`src/rtl/zynet_axil_cfg_slave.sv`:
```
// AXI4-Lite configuration/result register file between the PS and the zyNet core.
// Optional feature: define AXIL_SLVERR_EN to answer illegal accesses with SLVERR.
module zynet_axil_cfg_slave #(
    parameter int unsigned DATA_WIDTH = 16,
    parameter int unsigned NUM_OUT    = 10,
    parameter int unsigned ADDR_WIDTH = 32
) (
    input  logic                          s_axi_aclk,
    input  logic                          s_axi_areset,
    input  logic [ADDR_WIDTH-1:0]         s_axi_awaddr,
    input  logic                          s_axi_awvalid,
    output logic                          s_axi_awready,
    input  logic [31:0]                   s_axi_wdata,
    input  logic                          s_axi_wvalid,
    output logic                          s_axi_wready,
    output logic [1:0]                    s_axi_bresp,
    output logic                          s_axi_bvalid,
    input  logic                          s_axi_bready,
    input  logic [ADDR_WIDTH-1:0]         s_axi_araddr,
    input  logic                          s_axi_arvalid,
    output logic                          s_axi_arready,
    output logic [31:0]                   s_axi_rdata,
    output logic [1:0]                    s_axi_rresp,
    output logic                          s_axi_rvalid,
    input  logic                          s_axi_rready,
    output logic [31:0]                   cfg_layer,
    output logic [31:0]                   cfg_neuron,
    output logic                          weight_valid,
    output logic [DATA_WIDTH-1:0]         weight_data,
    output logic                          bias_valid,
    output logic [DATA_WIDTH-1:0]         bias_data,
    output logic                          soft_reset,
    input  logic [DATA_WIDTH-1:0]         net_out_data,
    input  logic                          net_out_valid,
    input  logic [NUM_OUT*DATA_WIDTH-1:0] neuron_out,
    output logic                          intr
);

    localparam int unsigned PTR_W = (NUM_OUT > 1) ? $clog2(NUM_OUT) : 1;

    localparam logic [1:0] RESP_OKAY   = 2'b00;
    localparam logic [1:0] RESP_SLVERR = 2'b10;

    localparam logic [2:0] REG_WEIGHT  = 3'd0;
    localparam logic [2:0] REG_BIAS    = 3'd1;
    localparam logic [2:0] REG_RESULT  = 3'd2;
    localparam logic [2:0] REG_LAYER   = 3'd3;
    localparam logic [2:0] REG_NEURON  = 3'd4;
    localparam logic [2:0] REG_NOUT    = 3'd5;
    localparam logic [2:0] REG_STATUS  = 3'd6;
    localparam logic [2:0] REG_SOFTRST = 3'd7;

    typedef enum logic [1:0] {W_IDLE, W_ACK, W_RESP} w_state_t;
    typedef enum logic [1:0] {R_IDLE, R_ACK, R_DATA} r_state_t;

    w_state_t w_state, w_state_nx;
    r_state_t r_state, r_state_nx;

    logic [2:0]            w_addr_q;
    logic [31:0]           w_data_q;
    logic [2:0]            r_addr_q;
    logic [DATA_WIDTH-1:0] result;
    logic [PTR_W-1:0]      ptr;
    logic [DATA_WIDTH-1:0] nout_arr [NUM_OUT];

    logic wr_weight, wr_bias, wr_layer, wr_neuron, wr_soft, wr_ptr_clr, wr_err;
    logic rd_result, rd_nout, rd_err;
    logic [31:0] rd_mux;

    // Only addr[4:2] is decoded; remaining address bits are intentionally ignored.
    logic unused_addr_bits;
    assign unused_addr_bits = ^{s_axi_awaddr[ADDR_WIDTH-1:5], s_axi_awaddr[1:0],
                                s_axi_araddr[ADDR_WIDTH-1:5], s_axi_araddr[1:0]};

    always_comb begin
        for (int i = 0; i < int'(NUM_OUT); i++) begin
            nout_arr[i] = neuron_out[i*DATA_WIDTH +: DATA_WIDTH];
        end
    end

    // FSM state registers
    always_ff @(posedge s_axi_aclk) begin
        if (s_axi_areset) begin
            w_state <= W_IDLE;
            r_state <= R_IDLE;
        end else begin
            w_state <= w_state_nx;
            r_state <= r_state_nx;
        end
    end

    // Write FSM next state: a write is taken only when address and data are both offered
    always_comb begin
        w_state_nx = w_state;
        case (w_state)
            W_IDLE: if (s_axi_awvalid && s_axi_wvalid) w_state_nx = W_ACK;
            W_ACK:  w_state_nx = W_RESP;
            W_RESP: if (s_axi_bready) w_state_nx = W_IDLE;
            default: w_state_nx = W_IDLE;
        endcase
    end

    // Read FSM next state
    always_comb begin
        r_state_nx = r_state;
        case (r_state)
            R_IDLE: if (s_axi_arvalid) r_state_nx = R_ACK;
            R_ACK:  r_state_nx = R_DATA;
            R_DATA: if (s_axi_rready) r_state_nx = R_IDLE;
            default: r_state_nx = R_IDLE;
        endcase
    end

    // Write decode, active during the single W_ACK cycle
    always_comb begin
        wr_weight  = 1'b0;
        wr_bias    = 1'b0;
        wr_layer   = 1'b0;
        wr_neuron  = 1'b0;
        wr_soft    = 1'b0;
        wr_ptr_clr = 1'b0;
        wr_err     = 1'b0;
        if (w_state == W_ACK) begin
            case (w_addr_q)
                REG_WEIGHT:  wr_weight = 1'b1;
                REG_BIAS:    wr_bias   = 1'b1;
                REG_LAYER:   wr_layer  = 1'b1;
                REG_NEURON:  wr_neuron = 1'b1;
                REG_SOFTRST: wr_soft   = 1'b1;
                REG_NOUT: begin
`ifdef AXIL_SLVERR_EN
                    wr_err = 1'b1;
`else
                    wr_ptr_clr = 1'b1;
`endif
                end
                REG_RESULT, REG_STATUS: begin
`ifdef AXIL_SLVERR_EN
                    wr_err = 1'b1;
`endif
                end
                default: wr_err = 1'b0;
            endcase
        end
    end

    // Read mux; side-effect flags fire only on the accept cycle
    always_comb begin
        rd_mux    = 32'd0;
        rd_result = 1'b0;
        rd_nout   = 1'b0;
        rd_err    = 1'b0;
        case (r_addr_q)
            REG_RESULT: begin
                rd_mux    = 32'(result);
                rd_result = (r_state == R_ACK);
            end
            REG_LAYER:   rd_mux = cfg_layer;
            REG_NEURON:  rd_mux = cfg_neuron;
            REG_NOUT: begin
                rd_mux  = 32'(nout_arr[ptr]);
                rd_nout = (r_state == R_ACK);
            end
            REG_STATUS:  rd_mux = {29'd0, (w_state != W_IDLE), soft_reset, intr};
            REG_SOFTRST: rd_mux = {31'd0, soft_reset};
            REG_WEIGHT, REG_BIAS: begin
`ifdef AXIL_SLVERR_EN
                rd_err = 1'b1;
`endif
            end
            default: rd_mux = 32'd0;
        endcase
    end

    // AXI handshake, response and capture registers
    always_ff @(posedge s_axi_aclk) begin
        if (s_axi_areset) begin
            s_axi_awready <= 1'b0;
            s_axi_wready  <= 1'b0;
            s_axi_bvalid  <= 1'b0;
            s_axi_bresp   <= RESP_OKAY;
            s_axi_arready <= 1'b0;
            s_axi_rvalid  <= 1'b0;
            s_axi_rresp   <= RESP_OKAY;
            s_axi_rdata   <= 32'd0;
            w_addr_q      <= 3'd0;
            w_data_q      <= 32'd0;
            r_addr_q      <= 3'd0;
        end else begin
            s_axi_awready <= (w_state_nx == W_ACK);
            s_axi_wready  <= (w_state_nx == W_ACK);
            s_axi_bvalid  <= (w_state_nx == W_RESP);
            s_axi_arready <= (r_state_nx == R_ACK);
            s_axi_rvalid  <= (r_state_nx == R_DATA);
            if (w_state == W_IDLE && s_axi_awvalid && s_axi_wvalid) begin
                w_addr_q <= s_axi_awaddr[4:2];
                w_data_q <= s_axi_wdata;
            end
            if (w_state == W_ACK) begin
                s_axi_bresp <= wr_err ? RESP_SLVERR : RESP_OKAY;
            end
            if (r_state == R_IDLE && s_axi_arvalid) begin
                r_addr_q <= s_axi_araddr[4:2];
            end
            if (r_state == R_ACK) begin
                s_axi_rdata <= rd_err ? 32'd0 : rd_mux;
                s_axi_rresp <= rd_err ? RESP_SLVERR : RESP_OKAY;
            end
        end
    end

    // Core-facing config registers, strobes and result/interrupt state
    always_ff @(posedge s_axi_aclk) begin
        if (s_axi_areset) begin
            cfg_layer    <= 32'd0;
            cfg_neuron   <= 32'd0;
            weight_valid <= 1'b0;
            weight_data  <= '0;
            bias_valid   <= 1'b0;
            bias_data    <= '0;
            soft_reset   <= 1'b1;
            intr         <= 1'b0;
            result       <= '0;
            ptr          <= '0;
        end else begin
            weight_valid <= wr_weight;
            bias_valid   <= wr_bias;
            if (wr_weight) weight_data <= w_data_q[DATA_WIDTH-1:0];
            if (wr_bias)   bias_data   <= w_data_q[DATA_WIDTH-1:0];
            if (wr_layer)  cfg_layer   <= w_data_q;
            if (wr_neuron) cfg_neuron  <= w_data_q;
            if (wr_soft)   soft_reset  <= w_data_q[0];
            if (soft_reset) begin
                intr   <= 1'b0;
                result <= '0;
                ptr    <= '0;
            end else begin
                // A new result arriving with the clearing read keeps intr set
                if (net_out_valid) begin
                    result <= net_out_data;
                    intr   <= 1'b1;
                end else if (rd_result) begin
                    intr <= 1'b0;
                end
                if (wr_ptr_clr) begin
                    ptr <= '0;
                end else if (rd_nout) begin
                    ptr <= (ptr == PTR_W'(NUM_OUT - 1)) ? '0 : ptr + PTR_W'(1);
                end
            end
        end
    end

endmodule
```
`config.mk`:
```
export PLATFORM = sky130hd
export DESIGN_NAME = zynet_axil_cfg_slave
export DESIGN_NICKNAME = d
export VERILOG_FILES = /design/src/rtl/zynet_axil_cfg_slave.sv
export SDC_FILE = /design/constraint.sdc
export NUM_CORES = 1
export LEC_CHECK = 0
export CORE_AREA = 2 2 164 166
export CTS_CLUSTER_SIZE = 12
export DETAILED_ROUTE_END_ITERATION = 6
export DIE_AREA = 0 0 166 168
export PLACE_DENSITY = 0.75
export SLEW_MARGIN = 30
export SYNTH_ARGS = -nofsm -noshare
export SYNTH_HDL_FRONTEND = slang
export SYNTH_SLANG_ARGS = --single-unit
```
`constraint.sdc`:
```
create_clock -name s_axi_aclk -period 4.3 [get_ports s_axi_aclk]
set_clock_uncertainty 0.2 [all_clocks]
set_input_delay 1.075 -clock s_axi_aclk [delete_from_list [all_inputs] [get_ports s_axi_aclk]]
set_output_delay 1.075 -clock s_axi_aclk [all_outputs]
set_load 0.02 [all_outputs]
```
* Word-level counts from Yosys, hierarchy flattened
Cells that the tools add are included.
** Storage, ports and cells
- Register bits after elaboration :: 198
- Bits in latches :: 0
- Memory bits (writable) :: 0
- Memory bits (read-only) :: 0
- Bits of input ports :: 280
- Word-level logic and storage cells :: 81
- Memories :: 0
** Operators by class
- Add/sub/neg operators :: 1
- Multiply operators :: 0
- Divide/modulo/power cells :: 0
- $lt $le $gt $ge :: 1
- Equality and inequality tests :: 20
- Shift-type cells :: 0
- Mux-type cells :: 27
- Bitwise gates (word level) :: 1
- Reduce and logical (&&, ||, !) cells :: 11
** Operators with widths (number)
- 32-bit one-hot mux with 6 select lines :: 1
- 16-bit binary-select mux with 4-bit select :: 1
- 16-bit two-way mux :: 2
- 3-bit == test, second input constant :: 7
- 1-bit two-way mux :: 16
- 2-bit one-hot mux with 3 select lines :: 2
- 3-bit by 2-bit == test with 1-bit output, second input constant :: 3
- 2-bit by 1-bit == test with 1-bit output, second input constant :: 4
- 2-bit == test, second input constant :: 4
- 2-bit two-way mux :: 4
- 5-bit >= comparator, second input constant :: 1
- 4-bit inverter with 5-bit output :: 1
- 4-bit by 1-bit adder with 4-bit output, second input constant :: 1
- 4-bit == test, second input constant :: 1
- 1-bit logical AND :: 4
- 2-bit zero test :: 2
- 4-bit two-way mux :: 1
- 2-bit nonzero test :: 2
- 3-bit by 1-bit == test with 1-bit output, second input constant :: 1
- 3-bit zero test :: 1
- 3-bit OR reduction :: 1
- 2-bit OR reduction :: 1

* Depth between registers and ports, before layout
- Word-level depth :: 5
- Mapped depth :: 8
- Mapped depth without buffers :: 4

* Worst setup path after synthesis
OpenSTA, ideal clock, no wires.
- Kind :: input to register
- Start point :: input port net_out_valid
- End point :: register result[10]
- Setup time :: 0.128 ns
- Data arrival time :: 1.976 ns
- Required time :: 3.972 ns
- Setup slack :: 1.996 ns
- Stages on the path :: 4
- Path through :: clkbuf_1 buf_2 mux2i_1 nor2_1
** RTL lines
- from (decl) :: line 34 : input logic net_out_valid,
- to (signal assigned) :: line 240 : result <= net_out_data;
- to (decl) :: line 62 : logic [DATA_WIDTH-1:0] result;

* Worst setup path in the final report
- Start point :: register cfg_neuron[2]
- End point :: output port cfg_neuron[2]
** RTL lines
- from (decl) :: line 27 : output logic [31:0] cfg_neuron,
- from (signal assigned) :: line 231 : if (wr_neuron) cfg_neuron <= w_data_q;
No word-level cell between the ends.

==> flow_summary.json <==
{
  "cts_root_buf": "clkbuf_16",
  "synth_edf_count": 0,
  "clock_latency_ns": 0.43,
  "holdPathEnd": "weight_data[12]",
  "synthCells": 1041,
  "initial_core_util_pct": 34.6,
  "first_pass_iters": 5,
  "dieArea_mm2": 0.0279,
  "hp-class": "reg2reg",
  "syn2layout_area_growth_pct": 47.8,
  "powerDensity_mw_per_mm2": 287,
  "hold_viol": 0,
  "cts-resized-gates": 0,
  "avgRoutedWirePerCell_um": 19.5,
  "hold_path_depth": 2,
  "finalInstanceArea_mm2": 0.0135,
  "outcome": "complete, no violations",
  "placedInstanceArea_mm2": 0.0129,
  "min_from": "weight_data[12]",
  "grt_pass1_vias": 8508,
  "vias": 8856,
  "synthArstFlopShare_pct": 0,
  "cp_data_required_time_ns": 3.02,
  "max_freq_ghz": 0.360,
  "core_mm2": 0.0264,
  "viasPerCell": 5.19,
  "grt_pass1_wl_um": 50300,
  "period_minus_slack_ns": 2.78,
  "die_w_um": 166,
  "numCtsBuffers": 17,
  "period_share_pct": 64.6,
  "avgSynthCellArea_um2": 8.76,
  "final_common_cell": "clkdlybuf4s50_1",
  "wirelength_um": 33200,
  "syn_area_mm2": 0.00912,
  "r2r_start": "ptr[2]",
  "cap_violations": 0,
  "place_hpwl_um": 24800,
  "grtUsageTotal_pct": 23.1,
  "drive_gt1_share_pct": 7.52,
  "clock_sinks": 198,
  "worstReg2RegEnd": "s_axi_rdata[0]",
  "critical_path.max_fanout": 3,
  "cts_max_level": 4,
  "io_buffers": 358,
  "relSlewSlack_pct": 36.8,
  "cts_setup_buffers": 0,
  "crit_arrival_ns": 1.50,
  "synth.area.top_cells": "dfxtp_1 43%, nand2_1 11%, mux2i_1 9.3%",
  "nFillCells": 2439,
  "tightest_slew_ns": 0.947,
  "crit_family": "buffers and inverters",
  "die_h_um": 168,
  "antenna_left": 0,
  "drc": 0,
  "nets": 1623,
  "ioPinCount": 421,
  "p_leak_uw": 0.00447,
  "path_buf_inv": 1,
  "rows": 60,
  "drv_slew": 0,
  "yosys_warnings": 0,
  "critPathLaunchType": "flip-flop",
  "clk_path_buf_depth": 2,
  "postCtsHoldBufs": 0,
  "grt_max_degree": 175,
  "antenna_found_initial": 8,
  "end_kind": "output pin",
  "cts_tree": "yes",
  "synth-seq-cells": 198,
  "most-common-layout-cells": "356 x clkdlybuf4s50_1, 272 x nand2_1, 197 x dfxtp_1",
  "overflow": 0,
  "path_clk_slew_ns": 0.07,
  "synth_top_cell_area_share_pct": 43.5,
  "final-setup-viol-count": 0,
  "drt_iter0_markers": 709,
  "reg2reg_depth": 5,
  "critPathKind": "reg2out",
  "rsz0062_at_grt": "no",
  "routabilityCongestion": 0.857,
  "ys_seq_area_share_pct": 43.5,
  "crit_chain": "clkdlybuf4s50_1",
  "tns_ns": 0,
  "finalPower_uw": 3870,
  "ff2ff_setup_slack_ns": 1.65,
  "yosysTopAreaCell": "dfxtp_1",
  "crit_path_top_delay_cell": "clkdlybuf4s50_1",
  "vdd_drop_max_mv": 0.285,
  "slowest_delay_ns": 0.64,
  "synth_flop_cell": "dfxtp_1",
  "yosys.cell_types.count": 48
}
[how the worst max path moves through the flow]
stage / start / to / slack, ns / cells after the start
after floorplan: net_out_valid / result[10] / 2.00 / 4
after global placement: s_axi_wvalid / w_data_q[11] / 1.34 / 5
after detailed placement: s_axi_wvalid / w_data_q[15] / 1.33 / 5
after CTS: cfg_neuron[0] / cfg_neuron[0] / 1.48 / 1
after global routing: cfg_neuron[0] / cfg_neuron[0] / 1.45 / 1
final: cfg_neuron[2] / cfg_neuron[2] / 1.52 / 1
[flip-flops by register name, indices dropped and copies added (netlist names)]
register and count:
s_axi_wready 1, s_axi_rvalid 1, intr 1, s_axi_rdata 32
result 16, bias_valid 1, soft_reset 1, s_axi_bvalid 1
s_axi_arready 1, w_state 2, w_data_q 32, weight_valid 1
r_state 2, cfg_layer 32, weight_data 16, cfg_neuron 32
w_addr_q 3, bias_data 16, ptr 4, r_addr_q 3
[metrics by stage]
stage	instances	setup slack, ns	utilization [%]	hold WS [ns]
6_report	1705	1.52	51.1	0.255
2_1_floorplan	1044	2.00	-	0.245
5_1_grt	1703	1.45	51.1	0.282
3_3_place_gp	1662	1.34	48.6	0.241
3_5_place_dp	1664	1.33	48.8	0.249
4_1_cts	1696	1.48	51.0	0.257
[Yosys cell counts (15+ instances only)]
| library cell | n |
|---|---|
| mux2_2 | 15 |
| clkbuf_1 | 63 |
| a22oi_1 | 19 |
| nor2_1 | 81 |
| mux2i_1 | 85 |
| dfxtp_1 | 198 |
| a21oi_1 | 122 |
| nand2_1 | 272 |
| a2bb2oi_1 | 16 |
[where the power goes]
part | leakage, uW | internal, uW | switching [uW]
logic | 0.00259 | 248 | 169
registers | 0.00160 | 1850 | 32.8
clock network | 0.000285 | 787 | 774
total | 0.00447 | 2890 | 976
[cell type report]
type                    instances  area (um2)  share of cell area (%)
multi-input cells             749        4700                    34.9
repair buffers                374        3770                    28.0
clock buffers                  18         439                    3.26
well taps                     341         427                    3.17
clock inverters                14         139                    1.03
flip-flops and latches        198        3970                    29.4
diodes                          8        20.0                   0.149
inverters                       3        11.3                  0.0836
[kinds of logic after synthesis]
group           after synthesis  synth area share [%]
compound gates              241                  18.6
xor+xnor                      1                0.0961
buf+inv                      97                  5.41
flops                       198                  43.5
mux                         116                  15.2
other cells                   1                0.0411
simple gates                387                  17.1
[metal layers]
metal / global-route usage [%] / up-vias / wire length (um)
met2: 37.9 / 356 / 15700
met5: 0 / - / 0
met4: 10.5 / 0 / 1250
li1: - / 4263 / -
met3: 6.32 / 61 / 2380
met1: 28.4 / 4176 / 13900
(Power assumes the default switching activity.)
